### src/rtl/fft_xpose_seq_pkg.sv
// fft_xpose_seq_pkg: shared widths, types, frame constants and bank-index helpers for the transpose sequencer
`ifndef SFP_WIDTH
`define SFP_WIDTH 16
`endif
package fft_xpose_seq_pkg;
  localparam int AddrLWidth = 7;
  localparam int AddrSWidth = 5;
  localparam int SfpW = `SFP_WIDTH;
  localparam int WrBeats = 224;
  localparam int RdBeats = 512;
  localparam int LongDepth = 128;
  localparam int ShortDepth = 32;
  typedef logic [SfpW-1:0] sfp_t;
  typedef logic [AddrLWidth-1:0] addr_t_long;
  typedef logic [AddrSWidth-1:0] addr_t_short;
  typedef enum logic {ST_WRITE, ST_READ} state_e;
  typedef struct packed {
    sfp_t [3:0] dr;
    sfp_t [3:0] di;
    logic last;
  } beat_t;
  function automatic int short_bank(input int row, input int lane);
    return (row - 1) * 4 + lane;
  endfunction
  function automatic int short_row(input logic [7:0] wcnt);
    return int'(wcnt[6:5]) + 1;
  endfunction
endpackage

### src/rtl/fft_xpose_obuf.sv
// fft_xpose_obuf: 2-entry registered output FIFO carrying one 4-lane complex beat plus last flag
module fft_xpose_obuf
  import fft_xpose_seq_pkg::*;
(
  input  logic       clk_i,
  input  logic       rst_i,
  input  logic       push_i,
  input  beat_t      din_i,
  input  logic       pop_i,
  output beat_t      dout_o,
  output logic       valid_o,
  output logic [1:0] cnt_o
);
  beat_t mem_q [2];
  beat_t mem_d [2];
  logic wptr_q, wptr_d, rptr_q, rptr_d, do_pop;
  logic [1:0] cnt_q, cnt_d;
  assign valid_o = cnt_q != 2'd0;
  assign dout_o = mem_q[rptr_q];
  assign cnt_o = cnt_q;
  // pointer/occupancy update; push and pop in the same cycle is fine even when full
  always_comb begin
    do_pop = pop_i && valid_o;
    cnt_d = cnt_q + 2'(push_i) - 2'(do_pop);
    wptr_d = wptr_q ^ push_i;
    rptr_d = rptr_q ^ do_pop;
    mem_d = mem_q;
    if (push_i) mem_d[wptr_q] = din_i;
  end
  // storage and pointer registers
  always_ff @(posedge clk_i or posedge rst_i) begin
    if (rst_i) begin
      mem_q[0] <= '0;
      mem_q[1] <= '0;
      wptr_q <= 1'b0;
      rptr_q <= 1'b0;
      cnt_q <= 2'd0;
    end else begin
      mem_q <= mem_d;
      wptr_q <= wptr_d;
      rptr_q <= rptr_d;
      cnt_q <= cnt_d;
    end
  end
endmodule

### src/rtl/fft_xpose_seq.sv
// fft_xpose_seq: writes a 224-beat frame row-wise into the 4x4 bank array and reads it back column-wise
module fft_xpose_seq
  import fft_xpose_seq_pkg::*;
#(
  parameter int AddrLWidth = fft_xpose_seq_pkg::AddrLWidth,
  parameter int AddrSWidth = fft_xpose_seq_pkg::AddrSWidth,
  parameter int SfpW = fft_xpose_seq_pkg::SfpW
) (
  input  logic                   clk_i,
  input  logic                   rst_i,
  input  logic                   in_valid_i,
  output logic                   in_ready_o,
  input  logic [4*SfpW-1:0]      in_dr_i,
  input  logic [4*SfpW-1:0]      in_di_i,
  output logic [3:0]             wr_en_l_o,
  output logic [4*AddrLWidth-1:0] addr_l_wr_o,
  output logic [4*SfpW-1:0]      dr_l_o,
  output logic [4*SfpW-1:0]      di_l_o,
  output logic [11:0]            wr_en_s_o,
  output logic [12*AddrSWidth-1:0] addr_s_wr_o,
  output logic [12*SfpW-1:0]     dr_s_o,
  output logic [12*SfpW-1:0]     di_s_o,
  output logic [3:0]             rd_en_l_o,
  output logic [4*AddrLWidth-1:0] addr_l_rd_o,
  output logic [11:0]            rd_en_s_o,
  output logic [12*AddrSWidth-1:0] addr_s_rd_o,
  input  logic [4*SfpW-1:0]      dr_l_i,
  input  logic [4*SfpW-1:0]      di_l_i,
  input  logic [12*SfpW-1:0]     dr_s_i,
  input  logic [12*SfpW-1:0]     di_s_i,
  output logic                   out_valid_o,
  input  logic                   out_ready_i,
  output logic [4*SfpW-1:0]      out_dr_o,
  output logic [4*SfpW-1:0]      out_di_o,
  output logic                   out_last_o,
  output logic                   busy_o
);
  state_e state_q, state_d;
  logic [7:0] wcnt_q, wcnt_d;
  logic [9:0] rcnt_q, rcnt_d;
  logic vld_q, vld_d, last_q, last_d;
  logic [1:0] col_q, col_d, ob_cnt;
  logic accept, issue, pop_last, ob_valid;
  beat_t push_beat, ob_beat;
  // the ready gate on rst_i keeps every write bus at zero while reset is held
  assign in_ready_o = state_q == ST_WRITE && !rst_i;
  assign accept = in_valid_i && in_ready_o;
  assign issue = state_q == ST_READ && !rcnt_q[9] && ({1'b0, ob_cnt} + {2'b0, vld_q} < 3'd2);
  assign pop_last = ob_valid && out_ready_i && ob_beat.last;
  assign busy_o = state_q == ST_READ;
  assign out_valid_o = ob_valid;
  assign out_last_o = ob_valid && ob_beat.last;
  assign out_dr_o = ob_beat.dr;
  assign out_di_o = ob_beat.di;
  // state and counter registers
  always_ff @(posedge clk_i or posedge rst_i) begin
    if (rst_i) begin
      state_q <= ST_WRITE;
      wcnt_q <= '0;
      rcnt_q <= '0;
      vld_q <= 1'b0;
      last_q <= 1'b0;
      col_q <= '0;
    end else begin
      state_q <= state_d;
      wcnt_q <= wcnt_d;
      rcnt_q <= rcnt_d;
      vld_q <= vld_d;
      last_q <= last_d;
      col_q <= col_d;
    end
  end
  // next state: leave WRITE on the final accepted beat, leave READ when the last beat is taken
  always_comb begin
    state_d = state_q;
    if (state_q == ST_WRITE && accept && wcnt_q == 8'(WrBeats - 1)) state_d = ST_READ;
    if (state_q == ST_READ && pop_last) state_d = ST_WRITE;
    wcnt_d = (state_q == ST_WRITE && state_d == ST_WRITE) ? wcnt_q + 8'(accept) : '0;
    rcnt_d = (state_q == ST_READ && state_d == ST_READ) ? rcnt_q + 10'(issue) : '0;
    vld_d = issue;
    col_d = rcnt_q[8:7];
    last_d = rcnt_q == 10'(RdBeats - 1);
  end
  // bank write port: only the active row's four banks see the accepted beat
  always_comb begin
    wr_en_l_o = '0;
    addr_l_wr_o = '0;
    dr_l_o = '0;
    di_l_o = '0;
    wr_en_s_o = '0;
    addr_s_wr_o = '0;
    dr_s_o = '0;
    di_s_o = '0;
    for (int i = 0; i < 4; i++) begin
      if (accept && !wcnt_q[7]) begin
        wr_en_l_o[i] = 1'b1;
        addr_l_wr_o[i*AddrLWidth +: AddrLWidth] = AddrLWidth'(wcnt_q[6:0]);
        dr_l_o[i*SfpW +: SfpW] = in_dr_i[i*SfpW +: SfpW];
        di_l_o[i*SfpW +: SfpW] = in_di_i[i*SfpW +: SfpW];
      end
      if (accept && wcnt_q[7]) begin
        wr_en_s_o[short_bank(short_row(wcnt_q), i)] = 1'b1;
        addr_s_wr_o[short_bank(short_row(wcnt_q), i)*AddrSWidth +: AddrSWidth] = AddrSWidth'(wcnt_q[4:0]);
        dr_s_o[short_bank(short_row(wcnt_q), i)*SfpW +: SfpW] = in_dr_i[i*SfpW +: SfpW];
        di_s_o[short_bank(short_row(wcnt_q), i)*SfpW +: SfpW] = in_di_i[i*SfpW +: SfpW];
      end
    end
  end
  // bank read port: one column per issue, short rows re-read every 32-beat segment
  always_comb begin
    rd_en_l_o = '0;
    addr_l_rd_o = '0;
    rd_en_s_o = '0;
    addr_s_rd_o = '0;
    if (issue) begin
      rd_en_l_o[rcnt_q[8:7]] = 1'b1;
      addr_l_rd_o[int'(rcnt_q[8:7])*AddrLWidth +: AddrLWidth] = AddrLWidth'(rcnt_q[6:0]);
      for (int r = 1; r < 4; r++) begin
        rd_en_s_o[short_bank(r, int'(rcnt_q[8:7]))] = 1'b1;
        addr_s_rd_o[short_bank(r, int'(rcnt_q[8:7]))*AddrSWidth +: AddrSWidth] = AddrSWidth'(rcnt_q[4:0]);
      end
    end
  end
  // assemble the returning column into one output beat, captured a cycle after issue
  always_comb begin
    push_beat = '0;
    push_beat.last = last_q;
    push_beat.dr[0] = dr_l_i[int'(col_q)*SfpW +: SfpW];
    push_beat.di[0] = di_l_i[int'(col_q)*SfpW +: SfpW];
    for (int r = 1; r < 4; r++) begin
      push_beat.dr[r] = dr_s_i[short_bank(r, int'(col_q))*SfpW +: SfpW];
      push_beat.di[r] = di_s_i[short_bank(r, int'(col_q))*SfpW +: SfpW];
    end
  end
  fft_xpose_obuf u_obuf (
    .clk_i  (clk_i),
    .rst_i  (rst_i),
    .push_i (vld_q),
    .din_i  (push_beat),
    .pop_i  (out_ready_i),
    .dout_o (ob_beat),
    .valid_o(ob_valid),
    .cnt_o  (ob_cnt)
  );
endmodule

### config.mk
export PLATFORM = sky130hd
export DESIGN_NAME = fft_xpose_seq
export DESIGN_NICKNAME = d
export VERILOG_FILES = /design/src/rtl/fft_xpose_seq_pkg.sv /design/src/rtl/fft_xpose_obuf.sv /design/src/rtl/fft_xpose_seq.sv
export SDC_FILE = /design/constraint.sdc
export NUM_CORES = 1
export LEC_CHECK = 0
export BUFFER_PORTS_ARGS = -buffer_cell sky130_fd_sc_hd__buf_4
export CORE_AREA = 2 2 590 592
export DETAILED_ROUTE_END_ITERATION = 8
export DIE_AREA = 0 0 592 594
export GPL_TIMING_DRIVEN = 0
export PLACE_DENSITY = 0.33
export SLEW_MARGIN = 30
export SYNTH_ARGS = -nofsm -noshare
export SYNTH_HDL_FRONTEND = slang
export SYNTH_SLANG_ARGS = --single-unit
### constraint.sdc
create_clock -name clk_i -period 11.8 [get_ports clk_i]
set_clock_uncertainty 0.15 [all_clocks]
set_input_delay 1.77 -clock clk_i [delete_from_list [all_inputs] [get_ports clk_i]]
set_output_delay 1.77 -clock clk_i [all_outputs]
set_load 0.1 [all_outputs]
* After elaboration in Yosys (flattened, before gate mapping)
Index checks and enable logic that the tools add are counted.
Storage, ports and cells: register bits after elaboration 285, output and inout port bits 852, bits of input ports 644, logic and storage cells 229
Operators by class: magnitude comparators 20, shift-type cells 36, eq/ne operators 2, reduce and logical (&&, ||, !) cells 27, bitwise logic cells 16, $add $sub $neg 26, multipliers 8, mux-type cells 67
Operators by type and width (count):
- 192-bit two-way mux | 8
- 16-bit by 33-bit indexed part select with 192-bit output | 8
- 192-bit bitwise mux | 6
- 16-bit by 33-bit variable shift with 192-bit output (first input constant) | 4
- 129-bit two-way mux | 4
- 5-bit by 33-bit variable shift with 60-bit output (first input constant) | 7
- 5-bit by 33-bit indexed part select with 60-bit output | 7
- 192-bit bitwise AND | 2
- 192-bit by 32-bit indexed part select with 16-bit output | 2
- 192-bit by 7-bit indexed part select with 16-bit output | 2
- 60-bit bitwise mux | 5
- 60-bit two-way mux | 5
- 258-bit bitwise mux | 1
- 32-bit negator with 33-bit output | 6
- 192-bit by 10-bit indexed part select with 16-bit output | 1
- 192-bit by 9-bit indexed part select with 16-bit output | 1
- 129-bit demux with 1-bit select | 1
- 32-bit by 1-bit greater-or-equal comparator with 1-bit output (second input constant) | 4
- 32-bit by 6-bit < comparator with 1-bit output (second input constant) | 4
- 16-bit two-way mux | 8
- 64-bit by 7-bit indexed part select with 16-bit output | 2
- 60-bit bitwise AND | 2
- 5-bit negator with 33-bit output | 2
- 32-bit by 4-bit multiplier with 32-bit output (second input constant) | 2
- 53 further kinds | 108

* Depth between registers and ports, before layout
word-level depth 13, depth in mapped cells 9, mapped depth without buffers 9

* Hierarchy
Synthesis repeated with hierarchy kept, for this count alone.
Unflattened totals: cells, all modules 2142, area, all modules 22556.6 um2
Modules (own cells, without submodules):
- fft_xpose_obuf | area an instance 11403.4 um2, times used 1, sequential area each 6556.3 um2, cells each 705
- fft_xpose_seq | area an instance 11153.2 um2, times used 1, sequential area each 575.6 um2, cells each 1437

* Worst setup path after synthesis
OpenSTA, ideal clock, no wires.
path kind in2out, start input rst_i, end output addr_l_wr_o[12], arrival time 6165 ps, buffers on the path 1, data required time 9880 ps, path slack 3715 ps, stages 4, path through nor2_1 > nand2_1 > nor3_1 > buf_4
Between the ends: longest elaborated chain between the ends 5
Ends and longest elaborated chain:
- start, declared | RTL line fft_xpose_seq.sv:10 | input logic rst_i,
- 1-bit zero test (no line)
- 1-bit logical AND | RTL line fft_xpose_seq.sv:46 | assign in_ready_o = state_q == ST_WRITE && !rst_i;
- 1-bit logical AND | RTL line fft_xpose_seq.sv:47 | assign accept = in_valid_i && in_ready_o;
- 1-bit logical AND
- 7-bit two-way mux
- end, declared | RTL line fft_xpose_seq.sv:16 | output logic [4*AddrLWidth-1:0] addr_l_wr_o,
Every way passes these cells.

* Worst setup path after layout
start input rst_i, end output addr_l_wr_o[21]
Between the ends: longest elaborated chain between the ends 5
Ends and longest elaborated chain:
- 1-bit zero test (no line)
- 1-bit logical AND | RTL line fft_xpose_seq.sv:46
- 1-bit logical AND | RTL line fft_xpose_seq.sv:47
- 1-bit logical AND | RTL line fft_xpose_seq.sv:95 | if (accept && !wcnt_q[7]) begin
- 7-bit two-way mux | RTL line fft_xpose_seq.sv:95
Every way passes these cells.

==> metrics.md <==
| Metric | Value |
|---|---|
| CP endpoint kind | primary output |
| FF-to-FF End | u_obuf.mem_q[168] |
| Vias in the first global route | 25,400 |
| Site Rows | 216 |
| Post-CTS Setup Repair Bufs | 0 |
| Max-cap violation count | 0 |
| Leak Pwr | 19.0 nW |
| Crit-path max FO | 10 |
| Post-synthesis cell count | 2,122 |
| Top FF cell, synth | dfrtp_1 |
| Core Footprint | 345,000 µm² |
| Vias | 25,100 |
| Initial Util | 0.0647 |
| Max_slew headroom | 0.311 |
| Synthesized area | approximately 22,000 µm² |
| Critical path startpoint category | input port |
| CTS sink count | ~290 |
| CTS tree | done |
| Max Fclk | 136 MHz |
| Post-synth EDFFs | 0 |
| Setup CP Type | input port to primary output |
| Crit path to | addr_l_wr_o[21] |
| Period utilization | 0.624 |
| First-pass GRT wire length | ~290 mm |
| Total track usage | 0.129 |
| H-tree depth | 2 |
| Post-CTS sizing | 0 |
| Syn. warnings | 0 |
| Antenna viol nets, final | 0 |
| WL per Instance | 28.5 µm |
| Post-synthesis sequential area ratio | 0.319 |
| Final count of hold timing violations | 0 |
| CTS clk-pin slew, worst paths | about 0.050 ns |
| DRT iter0 DRCs | 1,638 |
| Synthesis-to-finish area growth | 84.8% |
| Layout cells sized above 1 | 0.608 |
| Pwr/cell area | 101 nW/µm² |
| WP data required | 9.88 ns |
| Core Util, Final | 0.120 |
| Dpl cell area | 39,700 µm² |
| Avg Cell Area, Syn | around 11 µm² |
| DR pass1 iterations | 5 |
| HP Class | flop to flop |
| Tot Pwr | approximately 0.0042 W |
| Worst setup path startpoint | rst_i |
| Total routed wirelength | 237 mm |
| Clk buf depth | 3 |
| FF-to-FF setup slack | between 8 and 9 ns |
| Final setup violation count | 0 |
| Outcome | completed |
| RR Startpoint | vld_q |
| Leading cell type in the layout, fill and taps excluded | buf_4 |
| DRC | 0 |
| Unrepaired setup endpoints after global routing | false |
| Critical Path AT | 5.44 ns |
| Initial antenna violation count | 97 |
| Design Area, Final | 41,300 µm² |
| Total CTS buffers | 38 |
| Multi-input gate area | 13,900 µm² |
| Fill cells | 39,600 |
| Clock Root Buffer | clkbuf_16 |
| Via density | between 3 and 4 |
| Routability-driven placement congestion ratio | roughly 0.95 |
| Slew @ Worst Pin | 1.03 ns |
| R2R depth | 4 |
| FFs w/ async S/R, synth | 1.00 |
| Total die area | about 350,000 µm² |
| Die Width | 592 µm |
| Count of state elements after synthesis | 285 |
| Worst hold slack | ~0.31 ns |
| Netlist cell types | 67 |
| Max Slew Vio Count | 0 |
| Largest net degree at the start of global routing | 84 |
| DPL Wire Length | 207 mm |
| Cts hold-fix bufs | 0 |
| I/O pin count | 1,496 |
| Die Y | 594 µm |
| Most frequent cells in the layout | buf_4 (1,551), and2_1 (508), mux2_2 (390) |
| Worst skew pair latency | 0.62 ns |
| Post-synth net total | 2,788 |
| Worst VDD drop | around 0.00009 V |
| # port buffers | around 1,500 |
| Post-layout minimum cycle time | 7.36 ns |
| Sequential Area | about 7100 µm² |
| Nets | about 4,300 |
| Total gr overflow | 0 |
cell type report:
type | instances | share of cell area
Timing Repair Buffer | 1509 | 0.280
Antenna cell | 37 | 0.00224
Multi-Input combinational cell | 1562 | 0.337
Tap cell | 4578 | 0.139
Clock buffer | 49 | 0.0260
Buffer | 253 | 0.0313
Clock inverter | 19 | 0.00940
Sequential cell | 285 | 0.173
Inverter | 22 | 0.00218
routing by layer:
layer | global-route usage | routed length [µm]
met5 | 0 | 402
met4 | 0.0515 | 9770
met3 | 0.0380 | 19500
met2 | 0.247 | 128000
met1 | 0.128 | 79800
metrics by stage:
step,cells,setup TNS (ns),worst slack [ns]
6_report,8314,0,4.44
5_1_grt,8293,0,4.22
4_1_cts,8277,0,4.29
3_5_place_dp,8209,0,4.29
3_3_place_gp,8195,-830.08,-3.17
2_1_floorplan,2122,0,2.02
power by group:
part,total (W),internal [W],switching [W]
Sequential,0.00102,0.000994,0.0000287
Clock,0.00137,0.000848,0.000527
Combinational,0.00176,0.000491,0.00127
Total,0.00416,0.00233,0.00182
worst min path at each step:
stage          startpoint        to  slack [ns]  cells past startpoint
2_1_floorplan   rcnt_q[7]  col_q[0]        0.25                      0
3_3_place_gp    rcnt_q[7]  col_q[0]        0.31                      0
3_5_place_dp    rcnt_q[7]  col_q[0]        0.30                      0
4_1_cts         rcnt_q[7]  col_q[0]        0.32                      0
5_1_grt         rcnt_q[7]  col_q[0]        0.32                      0
6_report        rcnt_q[7]  col_q[0]        0.31                      0
state kept, by name (all words and copies together), names as in the netlist:
register / cells
col_q: 2
busy_o: 1
last_q: 1
wcnt_q: 8
u_obuf.cnt_o: 2
u_obuf.mem_q: 258
u_obuf.rptr_q: 1
u_obuf.wptr_q: 1
rcnt_q: 10
vld_q: 1
critical path, cell delays in order:
cell      delay [ns]
buf_4           0.15
nor2_1          0.16
nand2_1         0.16
nor2_1          0.65
buf_2           0.65
clkbuf_1        0.73
and2_1          0.64
buf_4           0.21
buf_4           0.28
synth_stat cells, types with 13 or more instances:
library cell    n  area share
mux4_2        128        0.13
mux2_2        390        0.20
xnor2_1        13      0.0051
nor2b_1        16      0.0045
inv_1          21      0.0035
nor2_1         73       0.012
clkbuf_2       15      0.0034
nand2_1        42      0.0071
clkbuf_1      145       0.024
nor3_1         24      0.0054
buf_4          56       0.019
a31oi_1        15      0.0042
dfrtp_1       285        0.32
nand4_1        13      0.0036
nand3_1        27      0.0061
and2_1        508        0.14
and3_1        106       0.030
buf_2          24      0.0054
ha_1           22       0.012
a21oi_1        25      0.0056
nand2b_1       13      0.0036
kinds of logic after synthesis:
group | synth area share
AND/OR/NAND/NOR | 0.241
multiplexers | 0.327
flip-flops | 0.319
buffers and inverters | 0.0595
AO/OA/AOI/OAI | 0.0346
adder cells (fa/ha/maj) | 0.0123
XOR/XNOR | 0.00667
Power figures use the tool's default switching activity.
